<file path="src/rtl/sr_drive_ctrl.sv">
// Command sequencer for a downstream SR flip-flop: pulses S or R for a
// programmable width, lets the latch settle, then verifies the fed-back Q.
module sr_drive_ctrl #(
  parameter int unsigned CHECK_WAIT = 2
) (
  input  logic       clk,
  input  logic       rst,
  input  logic       req_valid,
  output logic       req_ready,
  input  logic [1:0] req_op,
  input  logic [3:0] req_len,
  output logic       s,
  output logic       r,
  input  logic       q_fb,
  output logic       done,
  output logic       err,
  output logic [7:0] mismatch_cnt
);

  typedef enum logic [1:0] {IDLE, DRIVE, SETTLE, CHECK} state_t;

  localparam logic [1:0] OP_HOLD  = 2'b00;
  localparam logic [1:0] OP_SET   = 2'b01;
  localparam logic [1:0] OP_RESET = 2'b10;
  localparam logic [3:0] SETTLE_LAST = 4'(CHECK_WAIT - 1);

  state_t     r_state, w_state_n;
  logic [3:0] r_cnt, w_cnt_n;
  logic       r_exp, w_exp_n;
  logic       r_s, w_s_n;
  logic       r_r, w_r_n;
  logic       r_done, w_done_n;
  logic       r_err, w_err_n;
  logic       r_ready, w_ready_n;
  logic [7:0] r_mis, w_mis_n;
  logic       w_xfer;

  assign w_xfer = req_valid && r_ready;

  always_comb begin
    w_state_n = r_state;
    w_cnt_n   = r_cnt;
    w_exp_n   = r_exp;
    w_s_n     = 1'b0;
    w_r_n     = 1'b0;
    w_done_n  = 1'b0;
    w_err_n   = 1'b0;
    w_mis_n   = r_mis;
    unique case (r_state)
      IDLE: begin
        if (w_xfer) begin
          // r_cnt holds the remaining DRIVE cycles minus one
          w_cnt_n = (req_len == 4'd0) ? 4'd0 : req_len - 4'd1;
          unique case (req_op)
            OP_HOLD: w_done_n = 1'b1;
            OP_SET: begin
              w_state_n = DRIVE;
              w_exp_n   = 1'b1;
              w_s_n     = 1'b1;
            end
            OP_RESET: begin
              w_state_n = DRIVE;
              w_exp_n   = 1'b0;
              w_r_n     = 1'b1;
            end
            default: w_err_n = 1'b1;
          endcase
        end
      end
      DRIVE: begin
        if (r_cnt == 4'd0) begin
          w_state_n = SETTLE;
          w_cnt_n   = SETTLE_LAST;
        end else begin
          w_cnt_n = r_cnt - 4'd1;
          w_s_n   = r_exp;
          w_r_n   = !r_exp;
        end
      end
      SETTLE: begin
        if (r_cnt == 4'd0) begin
          w_state_n = CHECK;
        end else begin
          w_cnt_n = r_cnt - 4'd1;
        end
      end
      CHECK: begin
        w_state_n = IDLE;
        if (q_fb == r_exp) begin
          w_done_n = 1'b1;
        end else begin
          w_err_n = 1'b1;
          w_mis_n = (r_mis == 8'hFF) ? r_mis : r_mis + 8'd1;
        end
      end
      default: w_state_n = IDLE;
    endcase
    w_ready_n = (w_state_n == IDLE);
  end

  always_ff @(posedge clk) begin
    if (rst) begin
      r_state <= IDLE;
      r_cnt   <= '0;
      r_exp   <= 1'b0;
      r_s     <= 1'b0;
      r_r     <= 1'b0;
      r_done  <= 1'b0;
      r_err   <= 1'b0;
      r_ready <= 1'b0;
      r_mis   <= '0;
    end else begin
      r_state <= w_state_n;
      r_cnt   <= w_cnt_n;
      r_exp   <= w_exp_n;
      r_s     <= w_s_n;
      r_r     <= w_r_n;
      r_done  <= w_done_n;
      r_err   <= w_err_n;
      r_ready <= w_ready_n;
      r_mis   <= w_mis_n;
    end
  end

  assign req_ready    = r_ready;
  assign s            = r_s;
  assign r            = r_r;
  assign done         = r_done;
  assign err          = r_err;
  assign mismatch_cnt = r_mis;

endmodule

</file>
<file path="config.mk">
export PLATFORM = sky130hd
export DESIGN_NAME = sr_drive_ctrl
export DESIGN_NICKNAME = d
export VERILOG_FILES = /design/src/rtl/sr_drive_ctrl.sv
export SDC_FILE = /design/constraint.sdc
export NUM_CORES = 1
export LEC_CHECK = 0
export BUFFER_PORTS_ARGS = -buffer_cell sky130_fd_sc_hd__buf_2
export CAP_MARGIN = 20
export CORE_MARGIN = 2
export CORE_UTILIZATION = 45
export DETAILED_ROUTE_END_ITERATION = 16
export PLACE_DENSITY_LB_ADDON = 0.15
export SETUP_SLACK_MARGIN = 0.15
export SYNTH_ARGS = -nofsm -noshare
export SYNTH_HDL_FRONTEND = slang
export SYNTH_SLANG_ARGS = --single-unit
</file>
<file path="constraint.sdc">
create_clock -name clk -period 5 [get_ports clk]
set_clock_uncertainty 0.15 [all_clocks]
set_input_delay 0.75 -clock clk [delete_from_list [all_inputs] [get_ports clk]]
set_output_delay 0.75 -clock clk [all_outputs]
set_load 0.03 [all_outputs]
</file>
==> summary.txt, run 1 <==
status = completed
Worst-Margin Slew = 0.5410 ns
RePlAce Congestion = 0.8380
overall power = 651.5 uW
Cells after DPL = 183
CP Capture Type = flip-flop
Initial DRT Pass Iterations = 4
layout net count = 180
Core Area = 2477 um2
Clock transition at path regs = 0.12 ns
IO Port Bufs = 22
M1 WL = 1149 um
Slew Limit Fails = 0
post-synthesis cell type count = 37
WL/cell = 12.71 um
Post-Syn Instances = 135
upper clock frequency limit = 510.2 MHz
Max-Cap Viols = 0
CTS tree = built
Final Non-Filler Cells = 187
initial drt markers = 29
Vias/cell = 5.588
HPWL Detailed = 1807 um
Vias = 1,045
vias in the first global route = 923
met3 routed WL = 95 um
CP Data Arrival Time = 2.00 ns
net switching share of the total power = 39.72%
pwr/cell area = 486.7 nW/um2
crit path from = r_cnt[0]$_SDFFE_PP0P_
hold_sp = mismatch_cnt[5]$_SDFFE_PP0P_
period utilization = 39.20%
setup violators final = 0
Multi-input gate area = 700.7 um2
NetSw = 258.8 uW
Setup CP Type = flip-flop to flip-flop
DIE HEIGHT = 54.91 um
Reg-to-Reg Start = r_cnt[0]$_SDFFE_PP0P_
CTS Buffer Depth = 2
H-tree depth = 1
hold buffers post-CTS = 0
Comb power frac = 47.0%
IR drop worst, VDD = 0.0003567 V
starting density of the core = 47.07%
gr ovfl total = 0
# rows = 18
die footprint = 3015 um2
DRT antenna net count = 0
n_diodes = 0
crit path max fanout = 4
RSZ-0062 raised after global routing = no
syn nets = 157
Area Growth Syn to Fin = 14.81%
sequential power share = 32.7%
total track usage = 17.80%
CTS Sinks = 20
worst hold slack = 0.3677 ns
mapped cell area = 1166 um2
Setup TNS Final = 0 ns
fraction of the yosys area taken by sequential cells = 34.33%
Worst setup SP type = flip-flop
initial antenna violation count = 0
met2 routed WL = 1117 um
Layout Utilization = 54.04%
Yosys Warn Count = 0
clock network power share = 20.4%
pin count of the biggest net entering global routing = 23
post-cts repair resize count = 0
Internal Power = 392.7 uW
WL final = 2377 um
mean post-synth cell area = 8.638 um2
sequential cell area = 400.4 um2
first-pass GRT wire length = 3884 um
Leakage = 0.5549 nW
Slew Limit Headroom = 63.42%
Post-synth EDFFs = 0
Setup Buffers After CTS = 0
FILL cells = 249
io pins = 23
share of cells above drive strength 1 = 19.75%
Worst EP required = 5.04 ns
Synth Register Bits = 20
CTS Root Buffer Type = clkbuf_4
Synth async-reset ratio = 0%
Num CTS Buffers = 3
DRC viols = 0
Clk Latency, worst-skew pair = 0.30 ns
top layer in use = met4
Top FF cell, synth = dfxtp_1
minimum clock period = 1.960 ns
Hold Violations, Final = 0
HP Class = flip-flop to flip-flop
Die W = 54.91 um
==> cells in the mapped netlist (all sizes together), types with 2 or more instances <==
cell type  instances  share of area [%]
dfxtp             20                 34
inv               10                3.2
nand2              5                1.6
nand3              4                1.7
or3                5                2.8
o21a               2                1.3
clkbuf             2               0.64
a21oi             15                6.4
or4                3                1.9
a32oi              2                1.5
xor2               2                2.1
o31ai              5                3.2
a22oi              2                1.3
nor2               7                2.3
ha                12                 13
nor3b              4                2.6
nor3               9                3.9
o21ai              9                3.9
==> state kept, by name, summed over array words and instances, names as in the netlist <==
| name | count |
|---|---|
| req_ready | 1 |
| mismatch_cnt | 8 |
| r_state | 2 |
| done | 1 |
| r_exp | 1 |
| r_cnt | 4 |
| r | 1 |
| err | 1 |
| s | 1 |
==> final cells by class <==
type	count	share of cell area, %
clock inverters	1	2.243
repair buffers	22	8.224
flip-flops and latches	20	29.91
inverters	10	2.804
multi-input cells	101	52.34
clock buffers	3	1.682
well taps	30	2.804
==> layout by cell type, fill, tap and decap left out <==
cell type,instances
buf_2,22
o21ai_0,9
or3_1,4
bufinv_16,1
o211ai_2,1
o21a_1,2
o31a_1,1
a22oi_1,2
o32ai_1,1
nand2_1,5
dfxtp_1,20
nand2b_1,1
ha_1,12
nor4b_1,1
or3_2,1
nor3_1,9
a32oi_1,2
or3b_2,1
nand3_1,4
or4_1,3
nor3b_1,4
xor2_2,1
nand4_1,1
inv_1,10
a211oi_1,1
xor2_1,1
o31ai_1,5
a221o_1,1
clkbuf_4,3
a311oi_1,1
a31oi_1,1
mux2i_1,1
nor2_1,7
or4b_2,1
a21oi_1,15
nor2b_1,1
and3_1,1
==> critical path, cell delays in order, from the launching register on <==
cell and delay [ns]:
dfxtp_1 0.32, inv_1 0.11, ha_1 0.18, or3b_2 0.51, a211oi_1 0.29, o21ai_0 0.15, nor2b_1 0.15
==> metal layers <==
layer,vias up,GRT usage [%]
li1,543,-
met1,481,23.64
met2,19,29.56
met3,2,2.419
met4,0,6.098
met5,-,0
==> logic make-up (layout without fill, tap and decap cells) <==
group / Yosys count / count (layout) / share of synthesized area, %
and+or+nand+nor: 44 / 44 / 21.25
AOI/OAI and AO/OA: 42 / 42 / 22.96
DFF: 20 / 20 / 34.33
buffers and inverters: 14 / 36 / 5.580
adders and majority gates: 12 / 12 / 12.88
xor gates and xnor gates: 2 / 2 / 2.146
muxes: 1 / 1 / 0.8584
==> power groups by stage <==
| stage | clock [mW] | combinational (mW) | sequential [mW] |
|---|---|---|---|
| floorplan | 0 | 0.229 | 0.225 |
| global placement | 0 | 0.295 | 0.216 |
| detailed placement | 0 | 0.303 | 0.216 |
| CTS | 0.136 | 0.304 | 0.213 |
| global route | 0.141 | 0.349 | 0.218 |
| finish | 0.133 | 0.306 | 0.213 |
==> stage by stage <==
stage	area, um2	setup slack [ns]
6_report	1339	3.040
5_1_grt	1339	2.862
4_1_cts	1339	3.047
3_5_place_dp	1286	2.797
3_3_place_gp	1286	2.831
2_1_floorplan	1166	3.025
==> worst paths after layout <==
check        cells after the start                      endpoint  slack, ns
min                              2  mismatch_cnt[5]$_SDFFE_PP0P_       0.37
max                              6         r_state[0]$_SDFF_PP0_       3.04
max reg2reg                      6         r_state[0]$_SDFF_PP0_       3.04
min reg2reg                      2  mismatch_cnt[5]$_SDFFE_PP0P_       0.37
Power figures use the tool's default switching activity.
==> run 2, diff against run 1 <==
==> constraint.sdc (replaced) <==
create_clock -name clk -period 1.65 [get_ports clk]
set_clock_uncertainty 0.15 [all_clocks]
set_input_delay 0.2475 -clock clk [delete_from_list [all_inputs] [get_ports clk]]
set_output_delay 0.2475 -clock clk [all_outputs]
set_load 0.03 [all_outputs]
==> summary.txt, run 2 (same netlist as run 1, synthesis figures left out) <==
DIE HEIGHT = 54.91 um
Worst setup SP type = flip-flop
setup violators final = 5
HPWL Detailed = 1921 um
initial drt markers = 29
violated checks = negative setup slack
Setup CP Type = flip-flop to flip-flop
DRC viols = 0
pwr/cell area = 1567 nW/um2
starting density of the core = 47.07%
RePlAce Congestion = 0.8053
most frequent cells in the layout = buf_2 (22), buf_4 (20), a21oi_1 (14)
Area Growth Syn to Fin = 52.47%
overall power = 2.785 mW
Final Cell Area = 1778 um2
first-pass GRT wire length = 4629 um
Max-Cap Viols = 0
clock network power share = 13.0%
CTS Buffer Depth = 2
commonest non-fill, non-tap cell in the layout = buf_2
CTS Root Buffer Type = clkbuf_4
Cell Area, Placed = 1469 um2
pin count of the biggest net entering global routing = 23
Worst EP required = 1.70 ns
setup slack after layout = -0.1214 ns
Leakage = 0.7410 nW
crit path max fanout = 8
minimum clock period = 1.771 ns
IR drop worst, VDD = 0.001496 V
H-tree depth = 1
Vias = 1,223
upper clock frequency limit = 564.5 MHz
DRT antenna net count = 0
FILL cells = 188
period utilization = 107.4%
gr ovfl total = 0
Vias/cell = 5.742
Num CTS Buffers = 3
RSZ-0062 raised after global routing = yes
CP Data Arrival Time = 1.82 ns
Clock transition at path regs = 0.13 ns
die footprint = 3015 um2
total track usage = 20.94%
Die W = 54.91 um
status = complete, but fails checks
Comb power frac = 61.4%
hold buffers post-CTS = 0
Initial DRT Pass Iterations = 4
NetSw = 1.112 mW
share of cells above drive strength 1 = 50.82%
Slew Limit Headroom = 71.51%
initial antenna violation count = 0
Clk Latency, worst-skew pair = 0.32 ns
IO Port Bufs = 22
Core Area = 2477 um2
Worst-Margin Slew = 0.4273 ns
max reg flops = 8
HP Class = primary input to flip-flop
CP Capture Type = flip-flop
Internal Power = 1.674 mW
sequential power share = 25.6%
CTS Sinks = 20
WL/cell = 15.54 um
WL final = 3310 um
CTS tree = built
Slew Limit Fails = 0
io pins = 23
Hold Violations, Final = 0
layout net count = 206
vias in the first global route = 1,100
net switching share of the total power = 39.91%
# rows = 18
n_diodes = 0
==> run 2: cell types whose count changed in the layout (fill, tap and decap cells not counted), sizes merged <==
cell	before	now
clkbuf	3	4
buf	22	48
bufinv	1	0
==> run 2: cell type report <==
class | instances | area, um2 | share of cell area [%]
timing repair buffer | 48 | 336.6 | 18.93
inverter | 10 | 42.54 | 2.393
tap | 30 | 37.54 | 2.111
clock buffer | 4 | 47.55 | 2.674
multi-input combinational | 101 | 883.3 | 49.68
sequential | 20 | 430.4 | 24.21
==> run 2: what timing repair did <==
action                     4_1_cts  5_1_grt
hold endpoints to repair         0        0
buffers inserted                 9        5
setup endpoints to repair       15       18
pin swaps                       17       15
resized for setup               18       14
==> run 2: final timing paths <==
kind	from	to	slack [ns]	cells past startpoint
max	r_cnt[1]$_SDFFE_PP0P_	r_cnt[2]$_SDFFE_PP0P_	-0.12	6
min	req_op[1]	r_exp$_SDFFE_PP0P_	0.15	3
max reg2reg	r_cnt[1]$_SDFFE_PP0P_	r_cnt[2]$_SDFFE_PP0P_	-0.12	6
min reg2reg	mismatch_cnt[6]$_SDFFE_PP0P_	mismatch_cnt[6]$_SDFFE_PP0P_	0.36	2
==> run 2: power groups by stage <==
stage	Combinational, mW	Clock [mW]	Sequential (mW)
after global placement	1.14	0	0.683
after detailed placement	1.17	0	0.685
after floorplan	0.860	0	0.712
after CTS	1.37	0.366	0.688
final	1.71	0.363	0.713
after global routing	1.83	0.390	0.726
==> run 2: worst max-delay path, cell delays in order, from the launching register on <==
cell     delay (ns)
dfxtp_2        0.36
inv_2          0.05
ha_4           0.16
nor3b_4        0.15
a221o_2        0.48
o21ai_1        0.20
o31ai_1        0.11
==> run 2: metrics by stage <==
| stage | std cells | utilization (%) | hold WS, ns | setup TNS [ns] | setup slack, ns |
|---|---|---|---|---|---|
| detailed placement | 195 | 59.29 | 0.3268 | -0.01155 | -0.01155 |
| global placement | 195 | 59.29 | 0.3198 | 0 | 0.004079 |
| finish | 213 | 71.77 | 0.1517 | -0.2633 | -0.1214 |
| floorplan | 135 | - | 0.1617 | 0 | 0.09289 |
| CTS | 208 | 67.32 | 0.1486 | -0.05108 | -0.04165 |
| global route | 213 | 71.77 | 0.1713 | -0.9109 | -0.1560 |
==> run 2: routing by layer <==
metal / up-vias / track usage [%] / routed length, um
li1: 599 / - / -
met1: 576 / 27.91 / 1463
met2: 36 / 34.72 / 1623
met3: 12 / 2.688 / 146
met4: 0 / 7.317 / 78
met5: - / 0 / 0
==> run 3, diff against run 2 <==
--- a/config.mk
+++ b/config.mk
@@ -10,7 +10,7 @@
 export CORE_MARGIN = 2
 export CORE_UTILIZATION = 45
 export DETAILED_ROUTE_END_ITERATION = 16
-export PLACE_DENSITY_LB_ADDON = 0.15
+export PLACE_DENSITY = 0.71
 export SETUP_SLACK_MARGIN = 0.15
 export SYNTH_ARGS = -nofsm -noshare
 export SYNTH_HDL_FRONTEND = slang
==> constraint.sdc (replaced) <==
create_clock -name clk -period 1.9 [get_ports clk]
set_clock_uncertainty 0.15 [all_clocks]
set_input_delay 0.285 -clock clk [delete_from_list [all_inputs] [get_ports clk]]
set_output_delay 0.285 -clock clk [all_outputs]
set_load 0.03 [all_outputs]
==> summary.txt, run 3 (same netlist as run 1, synthesis figures left out) <==
layout net count = 195
minimum clock period = 1.726 ns
setup violators final = 0
max incr delay on CP = 0.47 ns
gr ovfl total = 0
CTS tree = built
Final Cell Area = 1588 um2
R2R cell count = 6
total track usage = 20.81%
Leakage = 0.6398 nW
Slew Limit Fails = 0
Layout Utilization = 64.09%
Slew Limit Headroom = 69.27%
Hold Path End = r_exp$_SDFFE_PP0P_
DIE HEIGHT = 54.91 um
DRC viols = 0
CP Capture Type = flip-flop
CP Data Arrival Time = 1.84 ns
CTS Sinks = 20
Max-Cap Viols = 0
upper clock frequency limit = 579.3 MHz
Clock transition at path regs = 0.13 ns
first-pass GRT wire length = 4409 um
IO Port Bufs = 22
# rows = 18
Vias = 1,176
Clk Latency, worst-skew pair = 0.32 ns
DRT antenna net count = 0
Setup CP Type = flip-flop to flip-flop
HP Class = primary input to flip-flop
vias in the first global route = 990
RePlAce Congestion = 0.8230
Vias/cell = 5.822
io pins = 23
initial drt markers = 48
n_diodes = 0
pin count of the biggest net entering global routing = 23
crit path max fanout = 8
Initial DRT Pass Iterations = 4
crit path from = r_cnt[0]$_SDFFE_PP0P_
Num CTS Buffers = 3
hold buffers post-CTS = 0
Hold Violations, Final = 0
HPWL Detailed = 2028 um
max reg flops = 8
crit-path cells = inv_2, ha_4, nor3b_2, a221o_2, a21oi_1, o21a_1
Reg-to-Reg Start = r_cnt[0]$_SDFFE_PP0P_
Die W = 54.91 um
Setup TNS Final = 0 ns
commonest non-fill, non-tap cell in the layout = buf_2
Cell Area, Placed = 1346 um2
reg2reg end = r_cnt[0]$_SDFFE_PP0P_
Worst setup SP type = flip-flop
Worst EP required = 2.01 ns
initial antenna violation count = 0
Area Growth Syn to Fin = 36.16%
CTS Buffer Depth = 2
Worst-Margin Slew = 0.4609 ns
H-tree depth = 1
die footprint = 3015 um2
WL final = 3103 um
share of cells above drive strength 1 = 44.19%
RSZ-0062 raised after global routing = yes
status = completed
pwr/cell area = 1384 nW/um2
hold_sp = req_op[1]
IR drop worst, VDD = 0.001060 V
worst hold slack = 0.1919 ns
CTS Root Buffer Type = clkbuf_4
WL/cell = 15.36 um
most frequent cells in the layout = buf_2 (22), buf_4 (14), a21oi_1 (13)
period utilization = 90.86%
hold path depth = 3
Core Area = 2477 um2
R2R Setup Slk = 0.17 ns
starting density of the core = 47.07%
Max stage delay cell, worst path = a221o_2
[run 3: timing repair]
action	in CTS	in global routing
gates cloned	0	1
endpoints found under the hold margin	0	0
gates resized for setup	10	28
setup buffers	1	5
endpoints found under the setup margin	12	13
pin swaps	4	9
[run 3: how the worst max path moves through the flow]
stage / to / slack (ns)
after floorplan: mismatch_cnt[1]$_SDFFE_PP0P_ / 0.16
after global placement: r_state[0]$_SDFF_PP0_ / 0.07
after detailed placement: r_state[0]$_SDFF_PP0_ / 0.02
after CTS: req_ready$_SDFF_PP0_ / 0.12
after global routing: r_cnt[2]$_SDFFE_PP0P_ / 0.13
final: r_cnt[0]$_SDFFE_PP0P_ / 0.17
[run 3: area by class of cell]
type	count	area (um2)
repair buffers	36	215.2
clock buffers	3	22.52
clock inverters	1	30.03
well taps	30	37.54
multi-input cells	102	832.0
inverters	10	37.54
flip-flops and latches	20	412.9
fillers	208	889.6
[run 3: worst max-delay path: cells and delay by family (launching register included)]
family          cells  cell delay [ns]
compound gates      3             0.78
buf+inv             1             0.06
flops               1             0.36
fa+ha+maj           1             0.16
simple gates        1             0.16
[run 3: power by group]
part	switching, mW	internal [mW]	total, mW
clock network	0.148	0.214	0.361
registers	0.0855	0.508	0.594
logic	0.654	0.589	1.24
total	0.887	1.31	2.20
[run 3: through the flow]
step	setup WS [ns]	instances	power, mW
4_1_cts	0.1215	196	1.957
6_report	0.1737	202	2.198
5_1_grt	0.1256	202	2.336
3_5_place_dp	0.02001	191	1.502
3_3_place_gp	0.07069	191	1.450
2_1_floorplan	0.1574	135	1.196
[run 3: metal layers]
layer | track usage, % | share of wire, %
met1 | 24.38 | 42
met2 | 36.71 | 52
met3 | 4.032 | 3.7
met4 | 8.943 | 2.5
met5 | 0 | 0
